--- src/rtl/dma_pkg.sv ---
// Shared types and constants for the DMA timing/control engine.
package dma_pkg;

  typedef enum logic [2:0] {
    ST_IDLE,
    ST_HREQ,
    ST_S1,
    ST_S2,
    ST_S3,
    ST_S4
  } dma_state_t;

  // ch_dir encoding
  localparam logic DIR_IO_TO_MEM = 1'b1;  // IOR + MEMW
  localparam logic DIR_MEM_TO_IO = 1'b0;  // MEMR + IOW

  localparam int unsigned DEF_NUM_CH   = 4;
  localparam int unsigned DEF_CNT_W    = 16;
  localparam int unsigned DEF_WAIT_MAX = 15;
  localparam int unsigned DEF_ROTATE   = 0;

  // States in which the bus is held and loss of HLDA is an error.
  function automatic logic in_bus_cycle(input dma_state_t s);
    return (s == ST_S1) || (s == ST_S2) || (s == ST_S3);
  endfunction

endpackage

--- src/rtl/dma_prio_arbiter.sv ---
// NUM_CH-wide priority encoder: fixed (lowest index wins) or rotating
// (search begins at channel 'start' and wraps).
module dma_prio_arbiter
  import dma_pkg::*;
#(
  parameter int unsigned NUM_CH = DEF_NUM_CH,
  parameter int unsigned ROTATE = DEF_ROTATE
) (
  input  logic [NUM_CH-1:0]         req,
  input  logic [$clog2(NUM_CH)-1:0] start,
  output logic                      grant_vld,
  output logic [$clog2(NUM_CH)-1:0] grant_idx
);

  localparam int unsigned IDX_W = $clog2(NUM_CH);

  // First requesting channel in search order starting from the base index.
  always_comb begin : arb
    int unsigned j;
    logic [IDX_W-1:0] idx;
    grant_vld = 1'b0;
    grant_idx = '0;
    j         = 0;
    idx       = '0;
    for (int unsigned i = 0; i < NUM_CH; i++) begin
      j = (ROTATE != 0) ? (i + 32'(start)) : i;
      if (j >= NUM_CH) j = j - NUM_CH;
      idx = IDX_W'(j);
      if (!grant_vld && req[idx]) begin
        grant_vld = 1'b1;
        grant_idx = idx;
      end
    end
  end

endmodule

--- src/rtl/dma_timing_ctrl.sv ---
// Multi-channel DMA timing and control: arbitration, HRQ/HLDA handshake,
// S1-S4 transfer sequencing with wait states, per-channel transfer counters.
module dma_timing_ctrl
  import dma_pkg::*;
#(
  parameter int unsigned NUM_CH   = DEF_NUM_CH,
  parameter int unsigned CNT_W    = DEF_CNT_W,
  parameter int unsigned WAIT_MAX = DEF_WAIT_MAX,
  parameter int unsigned ROTATE   = DEF_ROTATE
) (
  input  logic                      clk,
  input  logic                      reset,
  input  logic                      cs,
  input  logic                      cnt_wr,
  input  logic [$clog2(NUM_CH)-1:0] cnt_sel,
  input  logic [CNT_W-1:0]          cnt_data,
  input  logic [NUM_CH-1:0]         dreq,
  input  logic [NUM_CH-1:0]         ch_mask,
  input  logic [NUM_CH-1:0]         ch_dir,
  input  logic [NUM_CH-1:0]         ch_block,
  input  logic                      hlda,
  input  logic                      ready,
  output logic                      hrq,
  output logic                      aen,
  output logic [NUM_CH-1:0]         dack,
  output logic                      ior_n,
  output logic                      iow_n,
  output logic                      memr_n,
  output logic                      memw_n,
  output logic                      addr_inc,
  output logic [$clog2(NUM_CH)-1:0] cur_ch,
  output logic                      eop,
  output logic [NUM_CH-1:0]         tc_status,
  output logic                      err
);

  localparam int unsigned IDX_W  = $clog2(NUM_CH);
  localparam int unsigned WAIT_W = (WAIT_MAX < 1) ? 1 : $clog2(WAIT_MAX + 1);
  localparam logic [WAIT_W-1:0] WAIT_LIM = WAIT_W'(WAIT_MAX);

  dma_state_t        state, state_nxt;
  logic [IDX_W-1:0]  ch_nxt;
  logic              err_nxt;
  logic [WAIT_W-1:0] wait_cnt;
  logic [IDX_W-1:0]  ptr;
  logic [NUM_CH-1:0] eligible;
  logic [NUM_CH-1:0] cnt_zero;
  logic              grant_vld;
  logic [IDX_W-1:0]  grant_idx;
  logic              cnt_ld;
  logic              owns_nxt;
  logic              rd_phase;
  logic              wr_phase;
  logic              dir_nxt;

  assign eligible = dreq & ~ch_mask & ~tc_status;
  assign cnt_ld   = cnt_wr && !cs && !((state != ST_IDLE) && (cnt_sel == cur_ch));

  dma_prio_arbiter #(
    .NUM_CH (NUM_CH),
    .ROTATE (ROTATE)
  ) u_arb (
    .req       (eligible),
    .start     (ptr),
    .grant_vld (grant_vld),
    .grant_idx (grant_idx)
  );

  // Next-state selection; HLDA loss during S1-S3 overrides every other path.
  always_comb begin
    state_nxt = state;
    ch_nxt    = cur_ch;
    err_nxt   = 1'b0;
    case (state)
      ST_IDLE: begin
        if (grant_vld) begin
          state_nxt = ST_HREQ;
          ch_nxt    = grant_idx;
        end
      end
      ST_HREQ: if (hlda) state_nxt = ST_S1;
      ST_S1:   state_nxt = ST_S2;
      ST_S2:   state_nxt = ST_S3;
      ST_S3: begin
        if (ready) begin
          state_nxt = ST_S4;
        end else if (wait_cnt == WAIT_LIM) begin
          state_nxt = ST_IDLE;
          err_nxt   = 1'b1;
        end
      end
      ST_S4: begin
        if (!cnt_zero[cur_ch] && ch_block[cur_ch] && eligible[cur_ch])
          state_nxt = ST_S1;
        else
          state_nxt = ST_IDLE;
      end
      default: state_nxt = ST_IDLE;
    endcase
    if (in_bus_cycle(state) && !hlda) begin
      state_nxt = ST_IDLE;
      err_nxt   = 1'b1;
    end
  end

  assign owns_nxt = (state_nxt == ST_S1) || (state_nxt == ST_S2) ||
                    (state_nxt == ST_S3) || (state_nxt == ST_S4);
  assign rd_phase = (state_nxt == ST_S2) || (state_nxt == ST_S3);
  assign wr_phase = (state_nxt == ST_S3);
  assign dir_nxt  = ch_dir[ch_nxt];

  // State register with outputs decoded from the state being entered.
  always_ff @(posedge clk) begin
    if (reset) begin
      state    <= ST_IDLE;
      cur_ch   <= '0;
      hrq      <= 1'b0;
      aen      <= 1'b0;
      dack     <= '0;
      ior_n    <= 1'b1;
      iow_n    <= 1'b1;
      memr_n   <= 1'b1;
      memw_n   <= 1'b1;
      addr_inc <= 1'b0;
      eop      <= 1'b0;
      err      <= 1'b0;
      wait_cnt <= '0;
      ptr      <= '0;
    end else begin
      state    <= state_nxt;
      cur_ch   <= ch_nxt;
      hrq      <= (state_nxt != ST_IDLE);
      aen      <= owns_nxt;
      dack     <= owns_nxt ? (NUM_CH'(1) << ch_nxt) : '0;
      ior_n    <= !(rd_phase && (dir_nxt == DIR_IO_TO_MEM));
      memr_n   <= !(rd_phase && (dir_nxt == DIR_MEM_TO_IO));
      memw_n   <= !(wr_phase && (dir_nxt == DIR_IO_TO_MEM));
      iow_n    <= !(wr_phase && (dir_nxt == DIR_MEM_TO_IO));
      addr_inc <= (state_nxt == ST_S4);
      eop      <= (state_nxt == ST_S4) && cnt_zero[cur_ch];
      err      <= err_nxt;
      wait_cnt <= (state == ST_S3 && !ready && wait_cnt != WAIT_LIM) ? wait_cnt + 1'b1 : '0;
      // ptr holds the next search start, so reset value 0 gives ch0 first
      if (state != ST_S4 && state_nxt == ST_S4)
        ptr <= (cur_ch == IDX_W'(NUM_CH - 1)) ? '0 : cur_ch + 1'b1;
    end
  end

  for (genvar g = 0; g < NUM_CH; g++) begin : g_ch
    localparam logic [IDX_W-1:0] CH = IDX_W'(g);
    logic [CNT_W-1:0] cnt_q;
    logic             tc_q;

    // Per-channel counter: host load, decrement in S4, sticky TC at zero.
    always_ff @(posedge clk) begin
      if (reset) begin
        cnt_q <= '0;
        tc_q  <= 1'b0;
      end else if (cnt_ld && cnt_sel == CH) begin
        cnt_q <= cnt_data;
        tc_q  <= 1'b0;
      end else if (state == ST_S4 && cur_ch == CH) begin
        if (cnt_q == '0) tc_q  <= 1'b1;
        else             cnt_q <= cnt_q - 1'b1;
      end
    end

    assign cnt_zero[g]  = (cnt_q == '0);
    assign tc_status[g] = tc_q;
  end

endmodule

--- config.mk ---
export PLATFORM = sky130hd
export DESIGN_NAME = dma_timing_ctrl
export DESIGN_NICKNAME = d
export VERILOG_FILES = /design/src/rtl/dma_pkg.sv /design/src/rtl/dma_prio_arbiter.sv /design/src/rtl/dma_timing_ctrl.sv
export SDC_FILE = /design/constraint.sdc
export NUM_CORES = 1
export LEC_CHECK = 0
export BUFFER_PORTS_ARGS = -buffer_cell sky130_fd_sc_hd__clkbuf_2
export CAP_MARGIN = 0
export CORE_UTILIZATION = 45
export DETAILED_ROUTE_END_ITERATION = 6
export PLACE_DENSITY = 0.62
export SLEW_MARGIN = 20
export SYNTH_ARGS = -nofsm -noshare
export SYNTH_HDL_FRONTEND = slang
export SYNTH_SLANG_ARGS = --single-unit
--- constraint.sdc ---
create_clock -name clk -period 4.2 [get_ports clk]
set_clock_uncertainty 0.2 [all_clocks]
set_input_delay 0.84 -clock clk [delete_from_list [all_inputs] [get_ports clk]]
set_output_delay 0.84 -clock clk [all_outputs]
set_load 0.01 [all_outputs]
# Word-level counts from Yosys, hierarchy flattened
# Cells that the tools add are included.
# word_totals
ff_bits	90
# classes
mux	40
add_sub_neg	5
reduce_logical	69
shift	1
magnitude_cmp	2
n_eq_ne	22
bitwise_logic	7
# ops
cell	n
two-way mux 16 bit	12
logical NOT 16 bit	4
subtractor 16 x 1 -> 16 bit (second input constant)	4
logical AND 1 bit	24
one-hot mux 3 bit (6 select lines)	1
AND reduction 2 bit	8
two-way mux 3 bit	5
two-way mux 1 bit	13
== test 3 x 2 -> 1 bit (second input constant)	4
== test 3 bit (second input constant)	4
logical NOT 1 bit	12
OR reduction 2 bit	6
two-way mux 2 bit	5
AND 4 bit	2
binary-select mux 1 bit (select 2 bit)	4
== test 2 bit (second input constant)	4
inequality test 2 x 1 -> 1 bit (second input constant)	4
NOT 4 bit	2
nonzero test 2 bit	4
logical OR 1 bit	6
less-than comparator 2 x 3 -> 1 bit (second input constant)	2
nonzero test 3 bit	2
adder 4 x 1 -> 4 bit (second input constant)	1
== test 2 x 1 -> 1 bit (second input constant)	2
other kinds (8)	11

# Longest topological paths before layout
# Gate-level depths: netlist of run 1.
# depth
depth_word	22
depth_mapped	9
ltp_nobuf	8

# Cells and area by module
# From an unflattened synthesis of run 1, not the netlist that was laid out.
# hier_totals
cells_unflattened	608
hier_area_um2	5139.9
# by_module_without_submodules
mod	cells_per_inst	seq_area_each_um2	n_inst	area_per_inst_um2
dma_timing_ctrl	601	1841.8	1	5104.9
dma_prio_arbiter	7	0.0	1	35.0

# Worst setup path after synthesis of run 1
# Ideal clock, no wire load.
# synth_timing
kind	input to register
from	input port ch_mask[1]
to	register iow_n
t_required_ns	3.880
path_slack_ns	1.652
stages	6
arrival_ns	2.228
n_path_buf	0
setup_ns	0.120
path_cell_list	or3b_2 a21oi_1 o21bai_1 mux2i_1 mux2i_1 or2_1
# synth_via
elab_chain_len	18
# synth_lines
item	line_no	rtl
start, declared	dma_timing_ctrl.sv:18	input logic [NUM_CH-1:0] ch_mask,
NOT 4 bit *	dma_timing_ctrl.sv:56	assign eligible = dreq & ~ch_mask & ~tc_status;
AND 4 bit * (2 in a row)	dma_timing_ctrl.sv:56	
parallel branches: the longest is 13 deep, another holds one-hot mux 3 bit (6 select lines)	n/a	
logical AND 1 bit *	dma_timing_ctrl.sv:138	iow_n <= !(wr_phase && (dir_nxt == DIR_MEM_TO_IO));
logical NOT 1 bit *	dma_timing_ctrl.sv:138	
end signal, assigned	dma_timing_ctrl.sv:138	
end, declared	dma_timing_ctrl.sv:27	output logic iow_n,
# Every way passes the cells marked *. The select of a mux whose other input is x is not followed.
# A chain may end at the register's enable or synchronous reset.

# Worst setup path after layout of run 1
# layout_timing
from	register g_ch[3].cnt_q[11]
to	register hrq
# layout_via
elab_chain_len	10
# layout_lines
item	line_no	rtl
start, declared	dma_timing_ctrl.sv:151	logic [CNT_W-1:0] cnt_q;
start signal, assigned	dma_timing_ctrl.sv:160	cnt_q <= cnt_data;
start signal, assigned	dma_timing_ctrl.sv:164	else cnt_q <= cnt_q - 1'b1;
logical NOT 16 bit	dma_timing_ctrl.sv:168	assign cnt_zero[g] = (cnt_q == '0);
binary-select mux 1 bit (select 2 bit)	dma_timing_ctrl.sv:93	if (!cnt_zero[cur_ch] && ch_block[cur_ch] && eligible[cur_ch])
two-way mux 1 bit (implied by the code)	dma_timing_ctrl.sv:93	
logical NOT 1 bit	dma_timing_ctrl.sv:93	
logical AND 1 bit (2 in a row)	dma_timing_ctrl.sv:93	
two-way mux 2 bit	dma_timing_ctrl.sv:93	
one-hot mux 3 bit (6 select lines)	dma_timing_ctrl.sv:74	case (state)
two-way mux 3 bit	dma_timing_ctrl.sv:100	if (in_bus_cycle(state) && !hlda) begin
nonzero test 3 bit	dma_timing_ctrl.sv:132	hrq <= (state_nxt != ST_IDLE);
end signal, assigned	dma_timing_ctrl.sv:132	
end, declared	dma_timing_ctrl.sv:23	output logic hrq,
# Every way passes these cells. The select of a mux whose other input is x is not followed.

==> flow_metrics.tcl, run 1 <==
set metrics [dict create \
    cts_tree "built" \
    fin_area_mm2 0.00534 \
    synthToLayoutAreaGrowth_pct 12.0 \
    comb_power_share 0.161 \
    critPathRequiredTime_ns 4.22 \
    place_congestion 0.843 \
    first_global_vias 4265 \
    path_cells "or4_1 > or4_1 > o22ai_1 > nor3_1 > nor2_2 > a21oi_1" \
    fin_setup_tns_ns 0 \
    cp_slowest_cell "or4_1" \
    finalCoreUtilization 0.519 \
    vias 4668 \
    fin_ws_ns 1.46 \
    post_cts_buffers 0 \
    cts_resized 0 \
    dp.final_hpwl_mm 9.58 \
    grt_usage 0.256 \
    synth-main-ff-cell "dfxtp_1" \
    critical_path_class "flip-flop to flip-flop" \
    finalCriticalPeriod_ns 2.74 \
    finalCritPeriodShare 0.651 \
    nNetsFinal 656 \
    path_max_fanout 6 \
    wire_per_inst_um 18.3 \
    dp_slack_ns 1.18 \
    yosysTopAreaCellShare 0.378 \
    crit_path_start_kind "flip-flop" \
    switching_power_uw 532 \
    ys_types 76 \
    cts.sinks 90 \
    synth_area_mm2 0.00477 \
    die_area_mm2 0.0110 \
    clock_path_buffers 2 \
    clkPwrFrac 0.346 \
    tightestPinTransition_ns 1.09 \
    ys_ff_latch 90 \
    arrival_ns 2.76 \
    drc 0 \
    seq_area_frac_synth 0.378 \
    htreeDepth 3 \
    status "finished clean" \
    drv_slew 0 \
    r2r_start "g_ch[3].cnt_q[11]$_SDFFE_PP0P_" \
    critPathMaxStageDelay_ns 0.69 \
    final_cell_mix "dfxtp_1, nor2_1, clkbuf_2" \
    ir_drop_mv 0.269 \
    register_area_mm2 0.00180 \
    die_w_um 105 \
    drive_gt1_frac 0.169 \
    hold_class "flip-flop to flip-flop" \
    die_h_um 105 \
    drt-vias-per-instance 6.21 \
    p_int_uw 1310 \
    cts_hold_buf 0 \
    maxSlewHeadroom 0.269 \
    crit_path_end_kind "flip-flop" \
    path_common_cell "or4_1" \
    clkLatencyLatePin_ns 0.38 \
    pin_count 59 \
    p_leak_uw 0.00196 \
    yosys.area.top_type "dfxtp_1" \
    yosys_warnings 0 \
    crit_start "g_ch[3].cnt_q[11]$_SDFFE_PP0P_" \
    synth_edf_count 0 \
    worstHoldStart "wait_cnt[0]$_SDFF_PP0_" \
    setup_viol 0 \
    multi_input_area_mm2 0.00279 \
    ant_nets 0 \
    drt_iter0_markers 315 \
    diodes 0 \
    synth.avg_cell_area_um2 8.32 \
    netlist_top_cells_area "dfxtp_1, nor2_1, a21oi_1, o211ai_1, nand2_1" \
    clkTransAtPathRegs_ns 0.08 \
    cts_buffers 9 \
    dr.pass1.iters 5 \
    total_power_uw 1840 \
    clock.fmax_mhz 366 \
    drv_cap 0 \
    hold_violations 0 \
    core_area_mm2 0.0103 \
    drt_wl_total_mm 13.8 \
    rows 37 \
    place_area_mm2 0.00511 \
    power.density_mw_per_mm2 345 \
    ctsRootBufferMaster "clkbuf_8" \
    p_seq_frac 0.494 \
    overflow 0 \
    synthCells 573 \
    grt_max_degree 38 \
    portBuffers 58 \
    nFillCells 1036 \
    grt_pass1_wl_mm 21.8 \
    synth_nets 618 \
    start_util 0.464 \
    rsz0062_at_grt "no" \
    swShare 0.289 \
    final_common_cell "dfxtp_1" \
    antenna_found_initial 0 \
    synthArstFlopShare 0 \
]
[critical path, delay by kind of cell (launching register included)]
kind               cells  cell delay [ns]
DFF                    1             0.35
AOI/OAI and AO/OA      2             0.35
and+or+nand+nor        4             1.68
[final cells by class]
type	instances	share of cell area
repair buffers	63	0.0614
flip-flops and latches	90	0.337
clock inverters	4	0.00914
well taps	136	0.0319
clock buffers	12	0.0309
multi-input cells	437	0.522
inverters	10	0.00703
[final timing paths]
kind / to / slack [ns] / depth (start not counted)
min: wait_cnt[0]$_SDFF_PP0_ / 0.25 / 1
max reg2reg: hrq$_SDFF_PP0_ / 1.46 / 6
min reg2reg: wait_cnt[0]$_SDFF_PP0_ / 0.25 / 1
max: hrq$_SDFF_PP0_ / 1.46 / 6
[through the flow]
stage,hold WS [ns],std cells
2_1_floorplan,0.218,573
3_3_place_gp,0.230,736
3_5_place_dp,0.243,736
4_1_cts,0.259,752
5_1_grt,0.292,752
6_report,0.255,752
[flip-flops by register name (all words and copies together), names as in the netlist]
signal and count:
err 1, eop 1, hrq 1, memr_n 1, aen 1, wait_cnt 4, dack 4, iow_n 1
g_ch.cnt_q 64, state 3, cur_ch 2, addr_inc 1, ior_n 1, g_ch.tc_q 4, memw_n 1
[cell usage after synthesis (5+ instances only)]
cell      count
dfxtp_1      90
nor2_1       68
a21oi_1      45
nand2_1      36
clkbuf_1     26
o211ai_1     23
nor3_1       22
a31oi_1      21
or3_1        18
a211oi_1     15
nor4_1       15
or4_1        12
nand2b_1     11
nand3_1      11
inv_1        10
xnor2_1       8
xor2_1        7
a221oi_1      6
nor3b_1       6
o21ai_0       6
o311ai_0      6
buf_2         5
ha_1          5
mux2i_1       5
nor2b_1       5
or2_2         5
or3b_2        5
[power groups by stage]
stage                     combinational (uW)  clock (uW)  sequential (uW)
final                                    296         637              909
after global routing                     324         682              914
after CTS                                292         650              909
after detailed placement                 290           0              928
after global placement                   286           0              928
after floorplan                          204           0              916
[logic make-up (layout without fill, tap and decap cells)]
| kind of cell | count (synthesis) | in the layout | synth area share |
|---|---|---|---|
| multiplexers | 8 | 8 | 0.0199 |
| adder cells (fa/ha/maj) | 5 | 5 | 0.0131 |
| XOR/XNOR | 15 | 15 | 0.0276 |
| buffers and inverters | 46 | 89 | 0.0407 |
| flip-flops | 90 | 90 | 0.378 |
| AND/OR/NAND/NOR | 242 | 242 | 0.278 |
| AO/OA/AOI/OAI | 167 | 167 | 0.243 |
[per-layer routing]
layer,wire (um),vias up,share of wire,global-route usage
met5,0,-,0,0
met4,271,0,0.020,0.0875
met3,963,22,0.070,0.0661
met2,6300,167,0.46,0.405
met1,6240,2225,0.45,0.339
li1,-,2254,-,-
(Power assumes the default switching activity.)
==> run 2: changes to the inputs <==
--- a/config.mk
+++ b/config.mk
@@ -9,7 +9,7 @@
 export CAP_MARGIN = 0
 export CORE_UTILIZATION = 45
 export DETAILED_ROUTE_END_ITERATION = 6
-export PLACE_DENSITY = 0.62
+export PLACE_DENSITY = 0.65
 export SLEW_MARGIN = 20
 export SYNTH_ARGS = -nofsm -noshare
 export SYNTH_HDL_FRONTEND = slang
==> constraint.sdc (replaced) <==
create_clock -name clk -period 2.27 [get_ports clk]
set_clock_uncertainty 0.2 [all_clocks]
set_input_delay 0.454 -clock clk [delete_from_list [all_inputs] [get_ports clk]]
set_output_delay 0.454 -clock clk [all_outputs]
set_load 0.01 [all_outputs]
==> run 2 against run 1 <==
Net effect: the run now ends with design-rule violations, negative setup slack left; final cell count up 15%; first-iteration DRC count up 2.5%; via count up 11%; sequential share of layout area down 7.0 points; largest power group unchanged; highest routed layer unchanged.
==> flow_metrics.tcl, run 2 (same netlist as run 1, synthesis figures left out) <==
set metrics [dict create \
    wire_per_inst_um 18.4 \
    dp.final_hpwl_mm 10.9 \
    cts.sinks 90 \
    hold_violations 0 \
    portBuffers 58 \
    fin_setup_tns_ns -2.09 \
    clkTransAtPathRegs_ns 0.08 \
    ctsRootBufferMaster "clkbuf_8" \
    die_area_mm2 0.0110 \
    fin_ws_ns -0.162 \
    grt.busiest_layer "met2" \
    clock.fmax_mhz 411 \
    cts_buffers 9 \
    dp_slack_ns -0.266 \
    grt_usage 0.291 \
    arrival_ns 2.50 \
    place_congestion 0.935 \
    place_inst 835 \
    use_met3 0.0437 \
    drt_iter0_markers 323 \
    worst-path-buf-inv 1 \
    drc 3 \
    crit_path_start_kind "flip-flop" \
    critPathMaxStageDelay_ns 0.63 \
    hold_class "input pin to flip-flop" \
    rsz0062_at_grt "yes" \
    power.density_mw_per_mm2 531 \
    largest_reg_flops 64 \
    finalCoreUtilization 0.660 \
    finalCritPeriodShare 1.07 \
    clkLatencyLatePin_ns 0.39 \
    grtUsageMet1 0.383 \
    grt_pass1_wl_mm 24.8 \
    top_register "g_ch.cnt_q" \
    rows 37 \
    nFillCells 840 \
    ir_drop_mv 0.267 \
    tightestPinTransition_ns 0.459 \
    grt_max_degree 40 \
    clock_path_buffers 2 \
    path_common_cell "or4_4" \
    drt-vias-per-instance 5.99 \
    holdWs_ns 0.199 \
    die_w_um 105 \
    finalCriticalPeriod_ns 2.43 \
    vias 5197 \
    first_global_vias 4899 \
    antenna_found_initial 0 \
    p_leak_uw 0.00269 \
    pin_count 59 \
    cp_slowest_cell "or4_4" \
    ant_nets 0 \
    nNetsFinal 772 \
    synthToLayoutAreaGrowth_pct 42.3 \
    crit_path_end_kind "flip-flop" \
    use_met2 0.455 \
    core_area_mm2 0.0103 \
    path_max_fanout 6 \
    critPathRequiredTime_ns 2.34 \
    final_common_cell "buf_4" \
    status "finished, violations left" \
    drv_cap 0 \
    diodes 0 \
    cts_tree "built" \
    cp_top_family "simple AND/OR/NAND/NOR gates" \
    dr.pass1.iters 7 \
    final_cell_mix "buf_4, dfxtp_1, nor2_1" \
    fin_cells 867 \
    maxSlewHeadroom 0.693 \
    path_cells "or4_4 > or4_4 > buf_6 > nand2_4 > mux2i_1 > a222oi_1 > nor2_1" \
    overflow 0 \
    drt_wl_total_mm 16.0 \
    drv_slew 0 \
    die_h_um 105 \
    critical_path_class "flip-flop to flip-flop" \
    setup_viol 36 \
    start_util 0.464 \
    htreeDepth 3 \
    drive_gt1_frac 0.417 \
    violations "design-rule violations, negative setup slack" \
]
## run 2: report_power, final
group	internal, uW	switching [uW]
registers	1630	36.4
clock network	447	574
logic	427	493
total	2500	1100
## run 2: routing by layer
layer | part of all wire | routed length, um
met3 | 0.056 | 893
met1 | 0.44 | 7090
met4 | 0.042 | 671
met2 | 0.46 | 7300
met5 | 0 | 0
## run 2: worst paths after layout
path                                  startpoint                       endpoint  slack (ns)  depth (start not counted)
setup / recovery  g_ch[3].cnt_q[11]$_SDFFE_PP0P_  g_ch[3].cnt_q[2]$_SDFFE_PP0P_       -0.16                          7
hold / removal                             reset            state[2]$_SDFF_PP0_        0.20                          2
setup reg to reg  g_ch[3].cnt_q[11]$_SDFFE_PP0P_  g_ch[3].cnt_q[2]$_SDFFE_PP0P_       -0.16                          7
hold reg to reg           wait_cnt[0]$_SDFF_PP0_         wait_cnt[0]$_SDFF_PP0_        0.26                          1
## run 2: area by class of cell
class / count / area, um^2 / share of cell area
multi-input combinational: 438 / 3330 / 0.491
sequential: 90 / 1820 / 0.268
timing repair buffer: 178 / 1260 / 0.186
tap: 136 / 170 / 0.0251
clock buffer: 12 / 155 / 0.0229
inverter: 10 / 37.5 / 0.00553
clock inverter: 3 / 15.0 / 0.00221
## run 2: per-stage QoR
stage / instance area (um^2) / total power, uW
4_1_cts: 6450 / 3500
5_1_grt: 6790 / 3750
3_3_place_gp: 5970 / 2400
6_report: 6790 / 3600
3_5_place_dp: 5970 / 2420
2_1_floorplan: 4890 / 2110
## run 2: timing repair
action / CTS / global route
cloned: 1 / 0
resized for setup: 53 / 63
endpoints found under the setup margin: 57 / 74
buffers inserted: 10 / 9
hold buffers: 0 / 0
pin swaps: 33 / 28
==> run 3: changes to the inputs <==
--- a/config.mk
+++ b/config.mk
@@ -6,10 +6,10 @@
 export NUM_CORES = 1
 export LEC_CHECK = 0
 export BUFFER_PORTS_ARGS = -buffer_cell sky130_fd_sc_hd__clkbuf_2
-export CAP_MARGIN = 0
 export CORE_UTILIZATION = 45
 export DETAILED_ROUTE_END_ITERATION = 6
 export PLACE_DENSITY = 0.65
+export SKIP_CTS_REPAIR_TIMING = 1
 export SLEW_MARGIN = 20
 export SYNTH_ARGS = -nofsm -noshare
 export SYNTH_HDL_FRONTEND = slang
==> run 3 against run 2 <==
Net effect: the run ends with negative setup slack left; critical path depth decreased by 1; combinational power decreased by 2%; global-route usage decreased by 1.2 points; worst setup slack about the same; via count increased by 0.35%; final cell count increased by 0.12%; flip-flop and latch count unchanged; sequential share of layout area decreased by 0.071 points; largest cell class unchanged; highest routed layer unchanged.
==> flow_metrics.tcl, run 3 (same netlist as run 1, synthesis figures left out) <==
set metrics [dict create \
    ctsRootBufferMaster "clkbuf_8" \
    fin_ws_ns -0.162 \
    p_seq_frac 0.464 \
    cp_slowest_cell "or4_4" \
    antenna_found_initial 0 \
    clock.fmax_mhz 411 \
    nNetsFinal 773 \
    drv_slew 0 \
    setup_viol 38 \
    cp_top_family "simple AND/OR/NAND/NOR gates" \
    clkPwrFrac 0.285 \
    die_h_um 105 \
    portBuffers 58 \
    grt.busiest_layer "met2" \
    worst-path-buf-inv 0 \
    place_congestion 0.935 \
    vias 5215 \
    overflow 0 \
    grt_pass1_wl_mm 23.7 \
    wire_per_inst_um 18.7 \
    hold_class "input pin to flip-flop" \
    drc 0 \
    cts_tree "built" \
    p_leak_uw 0.00269 \
    crit_path_start_kind "flip-flop" \
    drv_cap 0 \
    die_area_mm2 0.0110 \
    clkTransAtPathRegs_ns 0.09 \
    maxSlewHeadroom 0.674 \
    hold_violations 0 \
    rsz0062_at_grt "yes" \
    power.density_mw_per_mm2 528 \
    switching_power_uw 1100 \
    drt_iter0_markers 315 \
    fin_setup_tns_ns -3.16 \
    critPathRequiredTime_ns 2.40 \
    synthToLayoutAreaGrowth_pct 42.5 \
    critical_path_class "flip-flop to flip-flop" \
    use_met3 0.0474 \
    nFillCells 846 \
    largest_reg_flops 64 \
    tightestPinTransition_ns 0.489 \
    pin_count 59 \
    cts.sinks 90 \
    htreeDepth 3 \
    dp_slack_ns -0.266 \
    dr.pass1.iters 5 \
    diodes 0 \
    core_area_mm2 0.0103 \
    cts_buffers 9 \
    register_area_mm2 0.00182 \
    grt_usage 0.279 \
    p_int_uw 2490 \
    dp.final_hpwl_mm 10.9 \
    violations "negative setup slack" \
    clkLatencyLatePin_ns 0.39 \
    die_w_um 105 \
    drt-vias-per-instance 6.01 \
    top_register "g_ch.cnt_q" \
    swShare 0.306 \
    grt_max_degree 40 \
    path_cells "or4_4 > or4b_4 > or4_4 > nor3_4 > a21oi_2 > a21oi_2" \
    finalCriticalPeriod_ns 2.43 \
    final_common_cell "buf_4" \
    finalCoreUtilization 0.661 \
    drive_gt1_frac 0.413 \
    finalCritPeriodShare 1.07 \
    final_cell_mix "buf_4, dfxtp_1, nor2_1" \
    multi_input_area_mm2 0.00334 \
    status "finished, violations left" \
    ant_nets 0 \
    arrival_ns 2.56 \
    use_met2 0.439 \
    grtUsageMet1 0.366 \
    critPathMaxStageDelay_ns 0.54 \
    path_max_fanout 3 \
    comb_power_share 0.252 \
    ir_drop_mv 0.266 \
    start_util 0.464 \
    first_global_vias 4707 \
    drt_wl_total_mm 16.2 \
    crit_path_end_kind "flip-flop" \
    rows 37 \
    clock_path_buffers 2 \
]
-- run 3: cell types whose count changed in the layout (fill, tap and decap cells not counted), sizes merged --
cell  before  now
buf      120  121
-- run 3: final cells by class --
type / instances / area share
timing repair buffer: 179 / 0.186
tap: 136 / 0.0250
clock inverter: 3 / 0.00221
multi-input combinational: 438 / 0.491
inverter: 10 / 0.00552
clock buffer: 12 / 0.0228
sequential: 90 / 0.267
-- run 3: power groups by stage --
stage	logic, uW	registers (uW)	clock network [uW]
2_1_floorplan	412	1700	0
3_3_place_gp	712	1690	0
3_5_place_dp	729	1690	0
4_1_cts	733	1660	1030
5_1_grt	962	1670	1100
6_report	903	1660	1020
-- run 3: worst paths after layout --
path / slack (ns) / startpoint / cells after the start / endpoint
min reg2reg: 0.26 / wait_cnt[0]$_SDFF_PP0_ / 1 / wait_cnt[0]$_SDFF_PP0_
max: -0.16 / g_ch[0].cnt_q[9]$_SDFFE_PP0P_ / 6 / g_ch[0].cnt_q[14]$_SDFFE_PP0P_
min: 0.21 / reset / 2 / state[2]$_SDFF_PP0_
max reg2reg: -0.16 / g_ch[0].cnt_q[9]$_SDFFE_PP0P_ / 6 / g_ch[0].cnt_q[14]$_SDFFE_PP0P_
-- run 3: per-stage QoR --
step	hold slack, ns	instances	power, uW	area, um^2
4_1_cts	0.199	850	3420	6140
6_report	0.211	868	3590	6790
3_5_place_dp	0.244	835	2420	5970
3_3_place_gp	0.229	835	2400	5970
2_1_floorplan	0.218	573	2110	4890
5_1_grt	0.214	868	3730	6790
-- run 3: routing by layer --
layer | share of wire | wire length (um) | vias to the layer above
met2 | 0.47 | 7550 | 135
met3 | 0.052 | 842 | 44
met5 | 0 | 0 | -
met4 | 0.042 | 675 | 0
met1 | 0.44 | 7160 | 2541
li1 | - | - | 2495
